--- src/rtl/coin_input_conditioner_if.sv ---
`default_nettype none
// =============================================================================
// Module   : coin_input_conditioner_if
// Brief    : Valid/ready coin stream from the key conditioner to the vending FSM.
// Revision : 1.0
// =============================================================================
interface coin_input_conditioner_if;
  logic       coin_valid;
  logic [1:0] coin_code;
  logic       coin_ready;

  modport master (
    output coin_valid,
    output coin_code,
    input  coin_ready
  );

  modport slave (
    input  coin_valid,
    input  coin_code,
    output coin_ready
  );
endinterface
`default_nettype wire

--- src/rtl/coin_input_conditioner.sv ---
`default_nettype none
// =============================================================================
// Module   : coin_input_conditioner
// Brief    : Synchronises, debounces and edge-detects three active-low coin keys
//            and queues the press events onto a one-coin-per-transfer stream.
// Revision : 1.0
// =============================================================================
module coin_input_conditioner #(
  parameter int unsigned DEBOUNCE_CYCLES = 500000,
  parameter int unsigned CNT_W           = $clog2(DEBOUNCE_CYCLES + 1)
) (
  input  logic                     CLOCK_50,
  input  logic                     reset,
  input  logic [2:0]               key_n,
  coin_input_conditioner_if.master coin_bus,
  output logic [2:0]               stable,
  output logic [2:0]               pend,
  output logic [7:0]               press_count
);

  localparam logic [CNT_W-1:0] c_cnt_max    = CNT_W'(DEBOUNCE_CYCLES - 1);
  localparam logic [1:0]       c_code_none  = 2'b00;
  localparam logic [1:0]       c_code_50    = 2'b01;
  localparam logic [1:0]       c_code_100   = 2'b10;
  localparam logic [1:0]       c_code_200   = 2'b11;

  logic [2:0] sync1_q, sync1_d;
  logic [2:0] sync2_q, sync2_d;
  logic [2:0] stable_q, stable_d;
  logic [2:0] pend_q, pend_d;
  logic       coin_valid_q, coin_valid_d;
  logic [1:0] coin_code_q, coin_code_d;
  logic [7:0] press_count_q, press_count_d;

  logic [2:0] w_accept;
  logic [2:0] w_press;
  logic [2:0] w_clr;
  logic       w_free;
  logic       w_xfer;

  // Keys are inverted at the first stage so everything downstream is 1=pressed.
  always_comb begin
    sync1_d = ~key_n;
    sync2_d = sync1_q;
  end

  generate
    for (genvar i = 0; i < 3; i++) begin : g_debounce
      logic [CNT_W-1:0] cnt_q, cnt_d;

      always_comb begin
        cnt_d = cnt_q;
        if (sync2_q[i] == stable_q[i]) begin
          cnt_d = '0;
        end else if (cnt_q == c_cnt_max) begin
          cnt_d = '0;
        end else begin
          cnt_d = cnt_q + 1'b1;
        end
      end

      always_ff @(posedge CLOCK_50) begin
        if (reset) begin
          cnt_q <= '0;
        end else begin
          cnt_q <= cnt_d;
        end
      end

      assign w_accept[i] = (sync2_q[i] != stable_q[i]) && (cnt_q == c_cnt_max);
    end
  endgenerate

  // An accepted change always lands on the synchronised level; a press is one that lands on 1.
  always_comb begin
    stable_d = (stable_q & ~w_accept) | (sync2_q & w_accept);
    w_press  = w_accept & sync2_q;
  end

  assign w_xfer = coin_valid_q & coin_bus.coin_ready;
  assign w_free = ~coin_valid_q | coin_bus.coin_ready;

  always_comb begin
    w_clr        = 3'b000;
    coin_valid_d = coin_valid_q;
    coin_code_d  = coin_code_q;
    if (w_free) begin
      if (pend_q[2]) begin
        coin_valid_d = 1'b1;
        coin_code_d  = c_code_50;
        w_clr        = 3'b100;
      end else if (pend_q[1]) begin
        coin_valid_d = 1'b1;
        coin_code_d  = c_code_100;
        w_clr        = 3'b010;
      end else if (pend_q[0]) begin
        coin_valid_d = 1'b1;
        coin_code_d  = c_code_200;
        w_clr        = 3'b001;
      end else begin
        coin_valid_d = 1'b0;
        coin_code_d  = c_code_none;
      end
    end
    // A new press on the key being loaded this edge must survive the clear.
    pend_d        = (pend_q & ~w_clr) | w_press;
    press_count_d = press_count_q + {7'd0, w_xfer};
  end

  always_ff @(posedge CLOCK_50) begin
    if (reset) begin
      sync1_q       <= 3'b000;
      sync2_q       <= 3'b000;
      stable_q      <= 3'b000;
      pend_q        <= 3'b000;
      coin_valid_q  <= 1'b0;
      coin_code_q   <= c_code_none;
      press_count_q <= 8'd0;
    end else begin
      sync1_q       <= sync1_d;
      sync2_q       <= sync2_d;
      stable_q      <= stable_d;
      pend_q        <= pend_d;
      coin_valid_q  <= coin_valid_d;
      coin_code_q   <= coin_code_d;
      press_count_q <= press_count_d;
    end
  end

  assign coin_bus.coin_valid = coin_valid_q;
  assign coin_bus.coin_code  = coin_code_q;
  assign stable              = stable_q;
  assign pend                = pend_q;
  assign press_count         = press_count_q;

  a_code_idle: assert property (@(posedge CLOCK_50) disable iff (reset)
    !coin_valid_q |-> (coin_code_q == c_code_none));

  a_hold: assert property (@(posedge CLOCK_50) disable iff (reset)
    (coin_valid_q && !coin_bus.coin_ready) |=> (coin_valid_q && $stable(coin_code_q)));

endmodule
`default_nettype wire

--- src/flat_wrapper.sv ---
// flat-port wrapper written by rule: the top's interface ports become plain ports
module coin_input_conditioner_flat 
#(
  parameter int unsigned DEBOUNCE_CYCLES = 500000,
  parameter int unsigned CNT_W           = $clog2(DEBOUNCE_CYCLES + 1)
)
  (CLOCK_50, reset, key_n, stable, pend, press_count, coin_bus_coin_valid, coin_bus_coin_code, coin_bus_coin_ready);
  coin_input_conditioner_if coin_bus_i ();
  input  logic CLOCK_50;
  input  logic reset;
  input  logic [2:0] key_n;
  output logic [2:0] stable;
  output logic [2:0] pend;
  output logic [7:0] press_count;
  output wire logic [$bits(coin_bus_i.coin_valid)-1:0] coin_bus_coin_valid;
  output wire logic [$bits(coin_bus_i.coin_code)-1:0] coin_bus_coin_code;
  input wire logic [$bits(coin_bus_i.coin_ready)-1:0] coin_bus_coin_ready;
  assign coin_bus_coin_valid = coin_bus_i.coin_valid;
  assign coin_bus_coin_code = coin_bus_i.coin_code;
  assign coin_bus_i.coin_ready = coin_bus_coin_ready;
  coin_input_conditioner #(.DEBOUNCE_CYCLES(DEBOUNCE_CYCLES), .CNT_W(CNT_W)) u_core (.CLOCK_50(CLOCK_50), .reset(reset), .key_n(key_n), .coin_bus(coin_bus_i), .stable(stable), .pend(pend), .press_count(press_count));
endmodule
--- config.mk ---
export PLATFORM = sky130hd
export DESIGN_NAME = coin_input_conditioner_flat
export DESIGN_NICKNAME = d
export VERILOG_FILES = /design/src/rtl/coin_input_conditioner_if.sv /design/src/rtl/coin_input_conditioner.sv /design/src/flat_wrapper.sv
export SDC_FILE = /design/constraint.sdc
export NUM_CORES = 1
export LEC_CHECK = 0
export ABC_CLOCK_PERIOD_IN_PS = 2900
export CORE_UTILIZATION = 55
export CTS_BUF_LIST = sky130_fd_sc_hd__clkbuf_2
export DETAILED_ROUTE_END_ITERATION = 7
export DONT_BUFFER_PORTS = 1
export PLACE_DENSITY = 0.75
export SLEW_MARGIN = 20
export SYNTH_ARGS = -nofsm -noshare
export SYNTH_HDL_FRONTEND = slang
export SYNTH_SLANG_ARGS = --single-unit
--- constraint.sdc ---
create_clock -name CLOCK_50 -period 2.9 [get_ports CLOCK_50]
set_clock_uncertainty 0.05 [all_clocks]
set_input_delay 0.145 -clock CLOCK_50 [delete_from_list [all_inputs] [get_ports CLOCK_50]]
set_output_delay 0.145 -clock CLOCK_50 [all_outputs]
set_load 0.005 [all_outputs]
* After elaboration in Yosys (flattened, before gate mapping)
Cells that the tools add are included.
** Storage, ports and cells
- Output and inout port bits :: 17
- Register bits after elaboration :: 80
- Logic and storage cells :: 50
** Operators by class
- Multiplexer cells :: 10
- Bitwise operators :: 11
- Reductions and logical operators :: 6
- Eq/ne operators :: 9
- Add/sub/neg operators :: 4
** Operators with widths (number)
- 19-bit by 1-bit adder with 19-bit output, second input constant :: 3
- 19-bit == test, second input constant :: 3
- 3-bit AND :: 3
- 3-bit two-way mux :: 3
- 3-bit NOT :: 3
- 3-bit OR reduction :: 3
- 8-bit by 1-bit adder with 8-bit output :: 1
- 2-bit two-way mux :: 3
- 3-bit OR :: 2
- 1-bit two-way mux :: 4
- 1-bit == test :: 3
- 1-bit logical AND :: 3
- 1-bit != test :: 3
- 1-bit AND :: 1
- 1-bit NOT :: 1
- 1-bit OR :: 1

* Depth between registers and ports, before layout
Gate-level depths: netlist of the first run.
- Depth in word-level cells :: 7
- Gate-level depth with buffers :: 8
- Gate-level depth less buffers :: 6

* Least setup slack after synthesis of the first run
No wires, ideal clock.
- Path kind :: register to register
- From :: reg u_core.g_debounce[1].cnt_q[0]
- To :: reg u_core.g_debounce[1].cnt_q[12]
- Setup slack :: 0.865 ns
- Arrival time :: 1.870 ns
- Setup time :: 0.115 ns
- Required time :: 2.735 ns
- Clock period less this slack :: 2.035 ns
- Cell stages (with the launch flop) :: 9
- Path through :: dfxtp_1 ha_1 buf_2 or4b_1 nor4_2 a21o_1 buf_2 buf_4 nor2_1
** Between the ends
- Longest elaborated chain between the ends :: 2
** Ends and longest elaborated chain
- start, declared :: RTL line coin_input_conditioner.sv:49 : logic [CNT_W-1:0] cnt_q, cnt_d;
- start signal, assigned :: RTL line coin_input_conditioner.sv:66 : cnt_q <= cnt_d;
- branches (longest 2 deep; another with 19-bit by 1-bit adder with 19-bit output)
Parallel ways; which one is timed is not known.
A chain may end at the register's enable or synchronous reset.

* Final worst setup path of the first run
- From :: reg u_core.g_debounce[1].cnt_q[0]
- To :: reg u_core.g_debounce[1].cnt_q[6]
Same word-level chain as after synthesis.

==> run summary, run 1 <==
Status: finished, final reports clean
DR DRC count: 0
Hold path startpoint: key_n[1]
Initial Util: 57.4%
Top FF cell, synth: dfxtp_1
Via density: 5.57
Initial antenna violation count: 0
YS warnings: 0
GPL Wtd Cong: 0.790
DR vias: 2,611
Final critical-path required period: 2.30 ns
Yosys cell types: 42
Final Setup Violations: 0
Row count: 28
FILL cells: 520
Routed len/inst: 12.8 um
Sequential share of power: 63.6%
Comb power frac: 1.4%
Int Pwr: 1.33 mW
Power Total: 1.74 mW
Total Routing Usage GR: 20.2%
IO buf count: 0
Critical path type: register to register
Final non-filler cell area: 0.00367 mm2
Syn Inst Count: 384
Antenna-violating nets left: 0
Worst Setup Slack, final: 0.602 ns
Synth cell count leaders: dfxtp_1 (80), nor2_1 (60), xor2_1 (32)
Leak: 1.19 nW
Top-area cell type share of the netlist area: 46.5%
Pin count of the biggest net entering global routing: 26
Crit path launch type: register
PwrDens: 475 mW/mm2
Initial DRT Pass Iterations: 4
DPL Wire Length: 4020 um
Critical Path RT: 3.26 ns
Core area: 0.00599 mm2
Placed Instance Area: 0.00348 mm2
Crit path capture type: register
Setup Buffers After CTS: 0
Die width: 81.1 um
Tcrit/Tclk final: 79.2%
Post-synthesis area per instance: 8.96 um2
Count leader, synth: dfxtp_1
Number of synthesized flops with an enable pin: 0
RSZ-0062 raised after global routing: no
Clock power share: 34.9%
Ys async rst share: 0%
H-tree depth: 3
Maximum clock rate: 435 MHz
Root buf cell: clkbuf_2
Die Ht: 81.1 um
Clk buf depth: 2
First-pass GRT wire length: 10,200 um
IO Count: 23
Switching power: 0.417 mW
Ant diodes: 0
Crit path max fanout: 17
CTS tree: built
Measured slew at the worst slew-check pin: 0.862 ns
Placed Cells incl. Taps: 446
Area of the mapped netlist: 0.00344 mm2
Sw Ratio: 23.9%
Die area: 0.00658 mm2
Area grow syn2layout: 6.73%
Routed WL: 6000 um
Arr. time, crit path: 2.65 ns
Relative slew slack: 42.3%
Hold WS: 0.161 ns
Final non-filler cell total: 469
Hold Path Class: input port to register
Final Hold Vio Count: 0
R2r startpoint: u_core.g_debounce[1].cnt_q[0]
Clk_lat worst skew: 0.52 ns
CP startpoint: u_core.g_debounce[1].cnt_q[0]
Clock transition at path regs: 0.23 ns
Inserted Clock Buffers: 9
Share of post-route cells with drive strength above 1: 6.85%
Utilization after layout: 61.3%
Worst vdd ir: 374 uV
CTS Sinks: 80
Setup_tns: 0 ns
Pre-CTS setup slack: 0.602 ns
DRT iter0 DRCs: 109
Synth area leaders: dfxtp_1 (47%), xor2_1 (8.1%), nor2_1 (6.5%), xnor2_1 (4.1%), nand3_1 (3.6%)
Mapped Nets: 395
Number of max-cap violations: 0
Yosys top cell by area: dfxtp_1
Sequential fraction of the synthesis area: 46.5%
Synthesized flop and latch total: 80
Final net count: 400
Final Max Tran Viols: 0
Gr ovfl total: 0
Vias in the first global route: 2,365
worst paths after layout:
path / endpoint / slack (ns) / cells past startpoint
min: u_core.sync1_q[1] / 0.16 / 2
min reg2reg: u_core.g_debounce[2].cnt_q[0] / 0.40 / 1
max: u_core.g_debounce[1].cnt_q[6] / 0.60 / 5
max reg2reg: u_core.g_debounce[1].cnt_q[6] / 0.60 / 5
registers in the layout (all words and copies together), names as in the netlist, named ones only:
signal / count
u_core.g_debounce.cnt_q: 57
u_core.press_count: 8
u_core.pend: 3
u_core.sync1_q: 3
u_core.sync2_q: 3
u_core.coin_bus.coin_code: 2
u_core.coin_bus.coin_valid: 1
worst max-delay path: stages, from the launching register on:
cell and delay [ns]:
dfxtp_1 0.40, ha_1 0.28, or4b_1 0.47, nor4_2 0.36, a21o_1 0.52, nor2_1 0.11
cell families after synthesis:
family	after synthesis	share of synthesized area (%)
AO/OA/AOI/OAI	40	6.73
XOR/XNOR	48	12.2
adder cells (fa/ha/maj)	5	1.82
buffers and inverters	22	2.69
flip-flops	80	46.5
AND/OR/NAND/NOR	189	30.0
routing by layer:
layer	track usage [%]	routed length [um]
met1	24.7	2860
met2	33.3	2780
met3	5.17	259
met4	9.11	100
met5	0	0
power groups by stage:
stage	combinational, mW	clock [mW]	sequential (mW)
2_1_floorplan	0.0163	0	1.13
3_3_place_gp	0.0137	0	1.13
3_5_place_dp	0.0138	0	1.13
4_1_cts	0.0251	0.638	1.11
5_1_grt	0.0280	0.683	1.11
6_report	0.0253	0.609	1.11
layout make-up:
type | count | area [um2] | area share, %
Clock buffer | 9 | 45.0 | 1.23
Timing Repair Buffer | 8 | 77.6 | 2.11
Inverter | 8 | 30.0 | 0.818
Clock inverter | 7 | 77.6 | 2.11
Multi-Input combinational cell | 282 | 1750 | 47.6
Tap cell | 75 | 93.8 | 2.56
Sequential cell | 80 | 1600 | 43.6
cells in the final DEF (no fill, tap or decap), types with 4 or more instances in the layout:
master and n:
nor3_1 7, and2_1 5, dfxtp_1 80, nor2_1 60
ha_1 5, dlygate4sd3_1 7, nand2_1 14, and3_1 4
inv_1 8, nor2b_1 10, nand3_1 25, o31ai_1 4
and4_1 8, clkbuf_2 9, xnor2_1 16, or4_1 5
or3_1 10, xor2_1 32, nand4_1 18, o21ai_0 11
nor4_1 5, a21oi_1 20
repair_timing:
action,CTS,global route
hold buffers,7,0
hold endpoints to repair,36,0
resized for setup,0,0
(Power assumes the default switching activity.)
==> run 2: changes to the inputs <==
--- a/config.mk
+++ b/config.mk
@@ -5,7 +5,7 @@
 export SDC_FILE = /design/constraint.sdc
 export NUM_CORES = 1
 export LEC_CHECK = 0
-export ABC_CLOCK_PERIOD_IN_PS = 2900
+export ABC_CLOCK_PERIOD_IN_PS = 2300
 export CORE_UTILIZATION = 55
 export CTS_BUF_LIST = sky130_fd_sc_hd__clkbuf_2
 export DETAILED_ROUTE_END_ITERATION = 7
==> constraint.sdc (replaced) <==
create_clock -name CLOCK_50 -period 2.3 [get_ports CLOCK_50]
set_clock_uncertainty 0.05 [all_clocks]
set_input_delay 0.115 -clock CLOCK_50 [delete_from_list [all_inputs] [get_ports CLOCK_50]]
set_output_delay 0.115 -clock CLOCK_50 [all_outputs]
set_load 0.005 [all_outputs]
==> run 2 against run 1 <==
  * Final cell count up 1.3%
  * Sequential power increased by 26%
  * Critical path depth unchanged
  * Clock-buffer cell count stayed put
  * Register-to-register slack worse by 0.30 ns
  * Maximum frequency rose by 15%
  * Setup slack worse by 0.30 ns
  * Utilization increased by 0.54 points
  * Non-clock buffer count up 6
  * Sequential share of layout area fell by 0.38 points
  * Flip-flop and latch count did not move
  * Power is 25% higher
  * Critical path type unchanged
  * Largest cell class unchanged
  * Largest power group unchanged
  * Highest routed layer unchanged
==> run summary, run 2 (synthesized netlist as in run 1, its figures left out) <==
Vias in the first global route: 2,402 (was 2,365)
FF-to-FF End: u_core.g_debounce[0].cnt_q[18] (was u_core.g_debounce[1].cnt_q[6])
Final non-filler cell area: 0.00370 mm2 (was 0.00367 mm2)
Critical Path End: u_core.g_debounce[0].cnt_q[18] (was u_core.g_debounce[1].cnt_q[6])
Hold Path Class: input port to register (unchanged)
Row count: 28 (unchanged)
Placed Instance Area: 0.00354 mm2 (was 0.00348 mm2)
Total Routing Usage GR: 20.6% (was 20.2%)
Placed Cells incl. Taps: 454 (was 446)
First-pass GRT wire length: 10,400 um (was 10,200 um)
DR vias: 2,605 (was 2,611)
Clock transition at path regs: 0.21 ns (was 0.23 ns)
Crit path max fanout: 5 (was 17)
Worst Setup Slack, final: 0.305 ns (was 0.602 ns)
R2R depth: 5 (unchanged)
Pre-CTS setup slack: 0.348 ns (was 0.602 ns)
Clk buf depth: 2 (unchanged)
Setup Buffers After CTS: 0 (unchanged)
FILL cells: 530 (was 520)
Pin count of the biggest net entering global routing: 27 (was 26)
Final Hold Vio Count: 0 (unchanged)
Initial antenna violation count: 0 (unchanged)
DRT iter0 DRCs: 100 (was 109)
PostCTS Resize Cnt: 0 (unchanged)
Clk_lat worst skew: 0.54 ns (was 0.52 ns)
CP startpoint: u_core.g_debounce[0].cnt_q[0] (was u_core.g_debounce[1].cnt_q[0])
Gr ovfl total: 0 (unchanged)
Max FFs per register: 57 (unchanged)
Routed WL: 6040 um (was 6000 um)
IO buf count: 0 (unchanged)
CTS tree: built (unchanged)
Worst vdd ir: 343 uV (was 374 uV)
Multi-input gate area: 0.00175 mm2 (unchanged)
Critical path type: register to register (unchanged)
Via density: 5.48 (was 5.57)
Final net count: 406 (was 400)
Die area: 0.00658 mm2 (unchanged)
DPL Wire Length: 4260 um (was 4020 um)
Final Max Tran Viols: 0 (unchanged)
Crit path launch type: register (unchanged)
Initial DRT Pass Iterations: 5 (was 4)
Commonest non-fill, non-tap cells in the layout: dfxtp_1 (80), nor2_1 (60), xor2_1 (32) (unchanged)
Number of max-cap violations: 0 (unchanged)
R2r startpoint: u_core.g_debounce[0].cnt_q[0] (was u_core.g_debounce[1].cnt_q[0])
FF-to-FF setup slack: 0.30 ns (was 0.60 ns)
Die Ht: 81.1 um (unchanged)
Seq. cell area: 0.00160 mm2 (unchanged)
RSZ-0062 raised after global routing: no (unchanged)
Area grow syn2layout: 7.67% (was 6.73%)
Antenna-violating nets left: 0 (unchanged)
Utilization after layout: 61.8% (was 61.3%)
Setup_tns: 0 ns (unchanged)
Ant diodes: 0 (unchanged)
Maximum clock rate: 501 MHz (was 435 MHz)
Measured slew at the worst slew-check pin: 0.856 ns (was 0.862 ns)
IO Count: 23 (unchanged)
Relative slew slack: 42.8% (was 42.3%)
Root buf cell: clkbuf_2 (unchanged)
Core area: 0.00599 mm2 (unchanged)
PwrDens: 587 mW/mm2 (was 475 mW/mm2)
Leak: 1.21 nW (was 1.19 nW)
Final Setup Violations: 0 (unchanged)
DR DRC count: 0 (unchanged)
Hold WS: 0.135 ns (was 0.161 ns)
Inserted Clock Buffers: 9 (unchanged)
Tcrit/Tclk final: 86.8% (was 79.2%)
Crit path capture type: register (unchanged)
GPL Wtd Cong: 0.829 (was 0.790)
CTS Sinks: 80 (unchanged)
Final non-filler cell total: 475 (was 469)
Share of post-route cells with drive strength above 1: 8.75% (was 6.85%)
Final critical-path required period: 2.00 ns (was 2.30 ns)
Die width: 81.1 um (unchanged)
# hold bufs at CTS: 5 (was 7)
Initial Util: 57.4% (unchanged)
Arr. time, crit path: 2.41 ns (was 2.65 ns)
Status: finished, final reports clean (unchanged)
Routed len/inst: 12.7 um (was 12.8 um)
Largest reg by FF count: u_core.g_debounce.cnt_q (unchanged)
Critical Path RT: 2.71 ns (was 3.26 ns)
Hold path startpoint: key_n[1] (unchanged)
Power Total: 2.17 mW (was 1.74 mW)
H-tree depth: 3 (unchanged)
Most common cell after layout, fill and taps aside: dfxtp_1 (unchanged)
[run 2: cell types whose count changed in the layout (fill, tap and decap cells not counted)]
| cell | previous run | this run |
|---|---|---|
| buf_4 | 1 | 9 |
| dlygate4sd3_1 | 7 | 5 |
| clkinv_2 | 2 | 3 |
| clkinvlp_4 | 0 | 1 |
| inv_6 | 2 | 1 |
| inv_8 | 1 | 0 |
[run 2: worst max-delay path, cell delays in order, from the launching register on]
cell	delay (ns)
dfxtp_1	0.45
ha_1	0.23
nand3_1	0.12
or4_1	0.58
or3_1	0.36
a21oi_1	0.15
[run 2: worst min-delay path by stage]
stage                         to  slack, ns  depth (start not counted)
2_1_floorplan  u_core.sync1_q[2]       0.13                          1
3_3_place_gp   u_core.sync1_q[0]       0.14                          1
3_5_place_dp            register       0.14                          1
4_1_cts        u_core.sync1_q[0]       0.09                          2
5_1_grt        u_core.sync1_q[0]       0.08                          2
6_report       u_core.sync1_q[1]       0.13                          2
[run 2: area by class of cell]
type | count | area share, %
inverters | 8 | 0.811
clock buffers | 9 | 1.22
well taps | 75 | 2.53
multi-input cells | 282 | 47.1
clock inverters | 7 | 1.89
repair buffers | 14 | 3.17
flip-flops and latches | 80 | 43.2
[run 2: routing by layer]
layer / vias to the layer above / share of wire, % / wire length, um / global-route usage (%)
met5: - / 0 / 0 / 0
met4: 0 / 2.0 / 122 / 8.57
met3: 14 / 2.8 / 169 / 6.29
met2: 30 / 46 / 2760 / 35.8
met1: 1200 / 49 / 2990 / 23.3
li1: 1361 / - / - / -
[run 2: where the power goes]
group,internal (mW),switching (mW),total (mW)
Sequential,1.40,0.00372,1.40
Clock,0.251,0.490,0.741
Combinational,0.0141,0.0191,0.0332
